### config.mk
export PLATFORM = sky130hd
export DESIGN_NAME = seq_pattern_tx
export DESIGN_NICKNAME = d
export VERILOG_FILES = /design/src/rtl/seq_pattern_tx_pkg.sv /design/src/rtl/seq_down_ctr.sv /design/src/rtl/seq_pattern_tx.sv
export SDC_FILE = /design/constraint.sdc
export NUM_CORES = 1
export LEC_CHECK = 0
export ABC_AREA = 1
export BUFFER_PORTS_ARGS = -buffer_cell sky130_fd_sc_hd__buf_2
export CAP_MARGIN = 0
export CORE_MARGIN = 2
export CORE_UTILIZATION = 40
export CTS_CLUSTER_DIAMETER = 150
export DETAILED_ROUTE_END_ITERATION = 8
export HOLD_SLACK_MARGIN = 0.15
export SYNTH_ARGS = -nofsm -noshare
export SYNTH_HDL_FRONTEND = slang
export SYNTH_SLANG_ARGS = --single-unit
### constraint.sdc
create_clock -name clk -period 2.3 [get_ports clk]
set_clock_uncertainty 0.15 [all_clocks]
set_input_delay 0.23 -clock clk [delete_from_list [all_inputs] [get_ports clk]]
set_output_delay 0.23 -clock clk [all_outputs]
set_load 0.02 [all_outputs]
### src/rtl/seq_pattern_tx_pkg.sv
// Shared definitions for the serial pattern transmitter: FSM state encoding,
// default idle line level and a counter-width helper.
package seq_pattern_tx_pkg;

  typedef enum logic [1:0] {
    ST_IDLE  = 2'd0,
    ST_SHIFT = 2'd1,
    ST_GAP   = 2'd2
  } state_t;

  localparam logic IDLE_LVL_DEFAULT = 1'b0;

  // Bits needed to hold max_val, never less than one so a zero-length gap still elaborates.
  function automatic int ctr_width(input int max_val);
    int w;
    w = 1;
    for (int i = 1; i < 31; i++) begin
      if ((1 << i) <= max_val) w = i + 1;
    end
    return w;
  endfunction

endpackage

### src/rtl/seq_down_ctr.sv
// Loadable saturating down-counter with zero and one flags; used for the bit,
// repeat and gap counts of the pattern transmitter.
module seq_down_ctr
  import seq_pattern_tx_pkg::*;
#(
  parameter int W = 4
) (
  input  logic         clk,
  input  logic         rst,
  input  logic         load,
  input  logic [W-1:0] load_val,
  input  logic         dec,
  output logic         zero,
  output logic         last
);

  logic [W-1:0] count;

  always_ff @(posedge clk or negedge rst) begin
    if (!rst) begin
      count <= '0;
    end else if (load) begin
      count <= load_val;
    end else if (dec && (count != '0)) begin
      count <= count - W'(1);
    end
  end

  assign zero = (count == '0);
  assign last = (count == W'(1));

endmodule

### src/rtl/seq_pattern_tx.sv
// Serial pattern transmitter: accepts a pattern word, shifts it out MSB-first
// one bit per clock and repeats it with an optional idle gap between copies.
module seq_pattern_tx
  import seq_pattern_tx_pkg::*;
#(
  parameter int   DATA_W   = 8,
  parameter int   LEN_W    = 4,
  parameter int   REP_W    = 4,
  parameter int   GAP_CYC  = 2,
  parameter logic IDLE_LVL = IDLE_LVL_DEFAULT
) (
  input  logic              clk,
  input  logic              rst,
  input  logic [DATA_W-1:0] pat_in,
  input  logic [LEN_W-1:0]  len_in,
  input  logic [REP_W-1:0]  rep_in,
  input  logic              in_valid,
  output logic              in_ready,
  output logic              data_out,
  output logic              out_valid,
  output logic              busy,
  output logic              done
);

  localparam int               GAP_W   = ctr_width(GAP_CYC);
  localparam logic [LEN_W-1:0] MAX_LEN = LEN_W'(DATA_W);

  state_t state, state_next;

  logic [DATA_W-1:0] pat_q, shift_q, shift_next, aligned_in;
  logic [LEN_W-1:0]  len_eff, len_m1, shamt, bit_load_val;

  logic accept, restart, step, enter_gap;
  logic bit_zero, bit_last, rep_zero, rep_last, gap_zero, gap_last;
  logic data_next, valid_next, idx_zero_next, last_next, done_next;

  // Patterns are left-aligned so the first bit to send always sits in the MSB.
  always_comb begin
    len_eff    = ((len_in == '0) || (len_in > MAX_LEN)) ? MAX_LEN : len_in;
    shamt      = MAX_LEN - len_eff;
    aligned_in = pat_in << shamt;
  end

  always_comb begin
    state_next = state;
    accept     = 1'b0;
    restart    = 1'b0;
    step       = 1'b0;
    enter_gap  = 1'b0;
    case (state)
      ST_IDLE: begin
        if (in_valid) begin
          accept     = 1'b1;
          state_next = ST_SHIFT;
        end
      end
      ST_SHIFT: begin
        if (!bit_zero) begin
          step = 1'b1;
        end else if (rep_zero) begin
          state_next = ST_IDLE;
        end else if (GAP_CYC == 0) begin
          restart = 1'b1;
        end else begin
          enter_gap  = 1'b1;
          state_next = ST_GAP;
        end
      end
      ST_GAP: begin
        if (gap_last || gap_zero) begin
          restart    = 1'b1;
          state_next = ST_SHIFT;
        end
      end
      default: state_next = ST_IDLE;
    endcase
  end

  // The repeat count drops on each restart, so a restart begins the last copy when it reads one.
  always_comb begin
    data_next     = IDLE_LVL;
    valid_next    = 1'b0;
    idx_zero_next = 1'b0;
    last_next     = 1'b0;
    shift_next    = shift_q;
    if (accept) begin
      data_next     = aligned_in[DATA_W-1];
      shift_next    = aligned_in << 1;
      valid_next    = 1'b1;
      idx_zero_next = (len_eff == LEN_W'(1));
      last_next     = (rep_in == '0);
    end else if (restart) begin
      data_next     = pat_q[DATA_W-1];
      shift_next    = pat_q << 1;
      valid_next    = 1'b1;
      idx_zero_next = (len_m1 == '0);
      last_next     = rep_last;
    end else if (step) begin
      data_next     = shift_q[DATA_W-1];
      shift_next    = shift_q << 1;
      valid_next    = 1'b1;
      idx_zero_next = bit_last;
      last_next     = rep_zero;
    end
    done_next = valid_next & idx_zero_next & last_next;
  end

  always_ff @(posedge clk or negedge rst) begin
    if (!rst) begin
      state     <= ST_IDLE;
      pat_q     <= '0;
      shift_q   <= '0;
      len_m1    <= '0;
      data_out  <= IDLE_LVL;
      out_valid <= 1'b0;
      done      <= 1'b0;
      in_ready  <= 1'b1;
      busy      <= 1'b0;
    end else begin
      state     <= state_next;
      shift_q   <= shift_next;
      data_out  <= data_next;
      out_valid <= valid_next;
      done      <= done_next;
      in_ready  <= (state_next == ST_IDLE);
      busy      <= (state_next != ST_IDLE);
      if (accept) begin
        pat_q  <= aligned_in;
        len_m1 <= len_eff - LEN_W'(1);
      end
    end
  end

  assign bit_load_val = accept ? (len_eff - LEN_W'(1)) : len_m1;

  seq_down_ctr #(.W(LEN_W)) u_bit_ctr (
    .clk      (clk),
    .rst      (rst),
    .load     (accept | restart),
    .load_val (bit_load_val),
    .dec      (step),
    .zero     (bit_zero),
    .last     (bit_last)
  );

  seq_down_ctr #(.W(REP_W)) u_rep_ctr (
    .clk      (clk),
    .rst      (rst),
    .load     (accept),
    .load_val (rep_in),
    .dec      (restart),
    .zero     (rep_zero),
    .last     (rep_last)
  );

  seq_down_ctr #(.W(GAP_W)) u_gap_ctr (
    .clk      (clk),
    .rst      (rst),
    .load     (enter_gap),
    .load_val (GAP_W'(GAP_CYC)),
    .dec      ((state == ST_GAP) && !gap_last),
    .zero     (gap_zero),
    .last     (gap_last)
  );

endmodule

# Word level (Yosys, flattened, before mapping)
# Index checks and enable logic that the tools add are counted.
word_totals:
  reg_bits: 37
  inputBits: 19
  out_inout_bits: 5
op_classes:
  addsub: 5
  n_mux: 37
  n_reduce_logical: 23
  eq_ne: 6
  n_shift: 1
  bitwise_logic: 3
  n_lt_le_gt_ge: 1
ops:
  columns: ["cell", "count"]
  rows:
  - ["two-way mux 4 bit", 6]
  - ["two-way mux 8 bit", 3]
  - ["two-way mux 1 bit", 21]
  - ["logical NOT 4 bit", 5]
  - ["== test 4 x 1 -> 1 bit (second input constant)", 3]
  - ["two-way mux 2 bit", 6]
  - ["subtractor 4 x 1 -> 4 bit (second input constant)", 3]
  - ["nonzero test 2 bit", 5]
  - ["nonzero test 4 bit", 2]
  - ["left shift 8 x 4 -> 8 bit", 1]
  - ["logical NOT 2 bit", 3]
  - ["case mux 2 bit (3 select lines)", 1]
  - ["== test 2 x 1 -> 1 bit (second input constant)", 2]
  - ["greater-than comparator 4 bit (second input constant)", 1]
  - ["logical AND 1 bit", 4]
  - ["subtractor 4 bit (first input constant)", 1]
  - ["nonzero test 3 bit", 1]
  - ["bitwise AND 1 bit", 2]
  - ["== test 2 bit (second input constant)", 1]
  - ["logical OR 1 bit", 2]
  - ["subtractor 2 x 1 -> 2 bit (second input constant)", 1]
  - ["logical NOT 1 bit", 1]
  - ["bitwise OR 1 bit", 1]

# Depth between registers and ports, before layout
depth:
  ltp_word: 8
  ltp_mapped: 14
  mapped_depth_nobuf: 12

# Cells and area by module
# Synthesis repeated with hierarchy kept, for this count alone.
unflattened:
  cells_unflattened: 305
  hier_area_um2: 2268.4
by_module_without_submodules:
  columns: ["module", "instances", "seq_area_each_um2", "area_each_um2", "cells_per_inst"]
  rows:
  - ["seq_pattern_tx", 1, 651.9, 1547.7, 199]
  - ["seq_down_ctr at u_bit_ctr ...", 2, 100.1, 290.3, 43]
  - ["seq_down_ctr at u_gap_ctr", 1, 50.0, 140.1, 20]

# Worst setup path before layout
# OpenSTA, ideal clock, no wires.
synth_timing:
  path_kind: "input to register"
  from: "input len_in[0]"
  to: "register shift_q[6]"
  stages: 13
  arrival_ns: 1.931
  n_path_buf: 2
  path_slack_ns: 0.146
  path_cell_list: "buf_6 nor2_8 nand2_2 nand3_2 buf_6 inv_2 ha_1 inv_1 nor2_1 nand3_1 nand2_1 nand2_2 a21oi_2"
synth_between:
  elab_chain_cells: 6
  elab_cells_between_ends: 7
synth_rtl:
  columns: ["item", "line_no", "text"]
  rows:
  - ["from (decl)", "seq_pattern_tx.sv:15", "input logic [LEN_W-1:0] len_in,"]
  - ["greater-than comparator 4 bit or logical NOT 4 bit (tied branches)", "seq_pattern_tx.sv:39", "len_eff = ((len_in == '0) || (len_in > MAX_LEN)) ? MAX_LEN : len_in;"]
  - ["logical OR 1 bit", "seq_pattern_tx.sv:39", null]
  - ["two-way mux 4 bit (*)", "seq_pattern_tx.sv:39", null]
  - ["subtractor 4 bit (*)", "seq_pattern_tx.sv:40", "shamt = MAX_LEN - len_eff;"]
  - ["left shift 8 x 4 -> 8 bit (*)", "seq_pattern_tx.sv:41", "aligned_in = pat_in << shamt;"]
  - ["two-way mux 8 bit (*)", "seq_pattern_tx.sv:86", "if (accept) begin"]
  - ["to (signal assigned)", "seq_pattern_tx.sv:121", "shift_q <= shift_next;"]
  - ["to (decl)", "seq_pattern_tx.sv:30", "logic [DATA_W-1:0] pat_q, shift_q, shift_next, aligned_in;"]
# Every way passes the cells marked *; elsewhere a longest branch is shown, timed or not.
# A chain may end at the register's enable or synchronous reset.

# Worst setup path after layout
layout_timing:
  from: "register u_gap_ctr.count[0]"
  to: "register shift_q[7]"
layout_between:
  elab_chain_cells: 6
  elab_cells_between_ends: 8
layout_rtl:
  columns: ["item", "line_no", "text"]
  rows:
  - ["from (decl)", "seq_down_ctr.sv:17", "logic [W-1:0] count;"]
  - ["from (signal assigned)", "seq_down_ctr.sv:23", "count <= load_val;"]
  - ["from (signal assigned)", "seq_down_ctr.sv:25", "count <= count - W'(1);"]
  - ["== test 2 x 1 -> 1 bit or logical NOT 2 bit (tied branches)", "seq_down_ctr.sv:30, seq_down_ctr.sv:29", null]
  - ["logical OR 1 bit (*)", "seq_pattern_tx.sv:70", "if (gap_last || gap_zero) begin"]
  - ["two-way mux 1 bit (*)", "seq_pattern_tx.sv:70", null]
  - ["two-way mux 1 bit (*)", "seq_pattern_tx.sv:50", "case (state)"]
  - ["two-way mux 8 bit", "seq_pattern_tx.sv:92", "end else if (restart) begin"]
  - ["two-way mux 8 bit", "seq_pattern_tx.sv:86", null]
# Marked as above.

==> results by group <==
Run status
  – Status: complete, no violations

Pwr
  – Internal Pwr Total: approximately 1.8 mW
  – Sw Share: between 40% and 50%
  – Seq pwr share: a little over a third
  – Max VDD drop: 0.0005715 V
  – Net switching power: between 1 and 1.5 mW
  – Pwr/cell area: about 1200 nW/um^2
  – Static leakage: 1.307 nW
  – Clock network fraction of total power: roughly 18%
  – Comb pwr share: a little under half

Die
  – Chip Width: a little under 80 um
  – Starting density of the core: 41.92%
  – Placement Rows: 26
  – Die height: ~78 um
  – Core Box Area: 5172 um^2
  – Die area: roughly 6000 um^2
  – # IOs: 24

Timing
  – RSZ-0062 raised after global routing: no
  – Pins Over Slew Limit: 0
  – Worst-Margin Slew: just under 0.8 ns
  – Crit path time final: 1.931 ns
  – Final period utilization: 83.94%
  – Slew HR: between 40% and 50%
  – Setup TNS: 0 ns
  – Final Hold Viols: 0
  – Peak Freq: 518.0 MHz
  – Final setup vio count: 0

Synthesis
  – Synth area leader: dfrtp_1
  – Flops & latches, synth: 36
  – Post-synth cell types: 33
  – Avg Inst Size Synth: roughly 8 um^2
  – Cells after Synth: approximately 270
  – Number of synthesized flops with an enable pin: 0
  – Yosys top cell area share: 40.39%
  – Synth top area cells: dfrtp_1, nand2_1, inv_1
  – Seq/Total Area, Yosys: a little over two fifths
  – Synthesized cell area: roughly 2200 um^2
  – Synth Net Count: about 300
  – Synth top cells by count: nand2_1, inv_1, dfrtp_1
  – YS warnings: 0
  – Post-synthesis async set-or-reset flop share: 100.0%
  – Cell with the most instances after synthesis: nand2_1
  – Top_reg_cell synth: dfrtp_1

Worst setup path
  – R2R Path Start: u_gap_ctr.count[0]
  – WS Path Type: reg2reg
  – RR Endpoint: shift_q[7]
  – Worst Setup End Kind: flop
  – CP endpoint: shift_q[7]
  – Worst EP arrival: 1.96 ns
  – Worst setup startpoint: u_gap_ctr.count[0]
  – Worst Path Max Fanout: 9
  – Reg2Reg Setup Slack: roughly 0.37 ns
  – Critical path launch point type: flop
  – Required time of the critical path: between 2 and 2.5 ns
  – Logic depth of the worst register-to-register path: 11

Detailed routing
  – Drt wl/cell: about 12 um
  – Routed WL: ~4500 um
  – Starting DRT DRC Count: 82
  – ANT nets after route: 0
  – Via count: ~1800
  – DR vias/cell: 4.826
  – DRC: 0
  – Detailed Routing Iterations Pass 1: 6

Cells and area
  – Share of cells above drive strength 1: 21.38%
  – Post-Layout Inst Area: about 2500 um^2
  – Post-layout nets: between 300 and 400
  – Layout overhead on the synthesized area: 16.27%
  – FF+latch area: 902.1 um^2
  – Diodes inserted: 0
  – Area of the multi-input gates: about 1100 um^2
  – FILL cells: between 500 and 600

CTS
  – Longest Clk Path Bufs: 2
  – TritonCTS clock tree: done
  – Post-cts sizing count: 0
  – Clock latency on the worst-skew pair: slightly below 0.3 ns
  – Root buf cell: clkbuf_8
  – Clk sinks: 36
  – Htree depth: 2
  – TritonCTS Buffers: 5
  – Reg clk slew, reported paths: 0.08 ns

Global route
  – Largest net degree at the start of global routing: 37
  – Vias in the first global route: roughly 1700
  – Grt ovf: 0
  – First-pass GRT wire length: 8004 um
  – Antenna violations before repair: 0
  – GRT Total Usage: between 10% and 20%

Placed design
  – Port bufs: 23
  – Hpwl dp: roughly 3400 um
  – Area of placed instances: 2374 um^2
  – Routability cong.: a little under 0.9

Job
  – Max-cap violations: 0

Min path
  – Min-delay worst type: in2reg
[final cells by class]
class / count / share of cell area, %
tap: 70 / 3.474
sequential: 36 / 35.78
multi-input combinational: 187 / 42.58
timing repair buffer: 33 / 7.940
inverter: 40 / 5.955
clock buffer: 6 / 2.878
clock inverter: 2 / 1.390
[logic make-up after synthesis]
| logic type | after synthesis | share of synthesized area, % |
|---|---|---|
| AOI/OAI and AO/OA | 39 | 10.56 |
| DFF | 36 | 41.60 |
| xor gates and xnor gates | 5 | 2.366 |
| and+or+nand+nor | 134 | 31.39 |
| buffers and inverters | 46 | 8.886 |
| adders and majority gates | 9 | 5.193 |
[power by group through the flow]
stage,Clock (mW),Combinational [mW],Sequential [mW]
after detailed placement,0,1.43,1.07
after floorplan,0,1.04,1.09
after global routing,0.597,1.64,1.10
final,0.553,1.42,1.06
after CTS,0.566,1.44,1.06
after global placement,0,1.40,1.07
[per-layer routing]
| layer | GRT usage, % | routed length (um) | vias up |
|---|---|---|---|
| met5 | 0 | 0 | - |
| met1 | 21.63 | 2204 | 827 |
| met2 | 27.24 | 2135 | 25 |
| li1 | - | - | 947 |
| met4 | 4.821 | 49 | 0 |
| met3 | 3.837 | 139 | 6 |
[layout by cell type (no fill, tap or decap), types with 3 or more instances in the layout]
cell,n
buf_2,23
a31oi_1,3
nand3_2,5
ha_1,9
inv_1,36
a21oi_2,3
nand4_1,10
o21ai_0,17
nand2_1,53
a21oi_1,9
clkbuf_8,5
nand2_4,4
nor2_1,23
nand2_2,8
buf_4,6
dlygate4sd3_1,4
o211ai_1,3
nand3_1,23
inv_2,3
dfrtp_1,35
[registers in the layout, indices dropped and copies added (netlist names), 2 cells and up]
register / cells
pat_q: 8
u_gap_ctr.count: 2
len_m1: 4
shift_q: 7
u_rep_ctr.count: 4
state: 2
u_bit_ctr.count: 4
[worst min path at each step]
stage               cells after the start  slack (ns)                 end  startpoint
floorplan                               0       -0.22                busy         rst
global placement                        1        0.22  u_rep_ctr.count[0]         rst
detailed placement                      1        0.22  u_rep_ctr.count[0]         rst
CTS                                     5        0.19            pat_q[7]   pat_in[7]
global route                            5        0.23            pat_q[7]   pat_in[7]
finish                                  5        0.19  u_rep_ctr.count[0]   rep_in[0]
[stage by stage]
| step | std cells | hold slack [ns] | util [%] | total power [mW] | setup WS (ns) |
|---|---|---|---|---|---|
| 3_3_place_gp | 362 | 0.2154 | 45.89 | 2.478 | 0.2445 |
| 2_1_floorplan | 269 | -0.2156 | - | 2.134 | 0.1464 |
| 6_report | 374 | 0.1906 | 48.74 | 3.038 | 0.3694 |
| 3_5_place_dp | 362 | 0.2166 | 45.89 | 2.503 | 0.2145 |
| 4_1_cts | 374 | 0.1908 | 48.74 | 3.070 | 0.3533 |
| 5_1_grt | 374 | 0.2258 | 48.74 | 3.333 | 0.1856 |
[critical path: stages, from the launching register on]
cell,delay (ns)
dfrtp_1,0.38
inv_1,0.10
ha_1,0.15
nor2_1,0.07
nor2_4,0.26
nor2_4,0.09
inv_1,0.22
a21oi_1,0.10
nor2_1,0.10
nand3_1,0.08
nand2_1,0.06
inv_1,0.04
[timing repair]
| action | 4_1_cts | 5_1_grt |
|---|---|---|
| hold endpoints to repair | 38 | 0 |
| hold buffers | 4 | 0 |
| setup endpoints to repair | 0 | 0 |
| buffers inserted | 0 | 0 |
No activity file was read; power rests on OpenSTA's default activity.
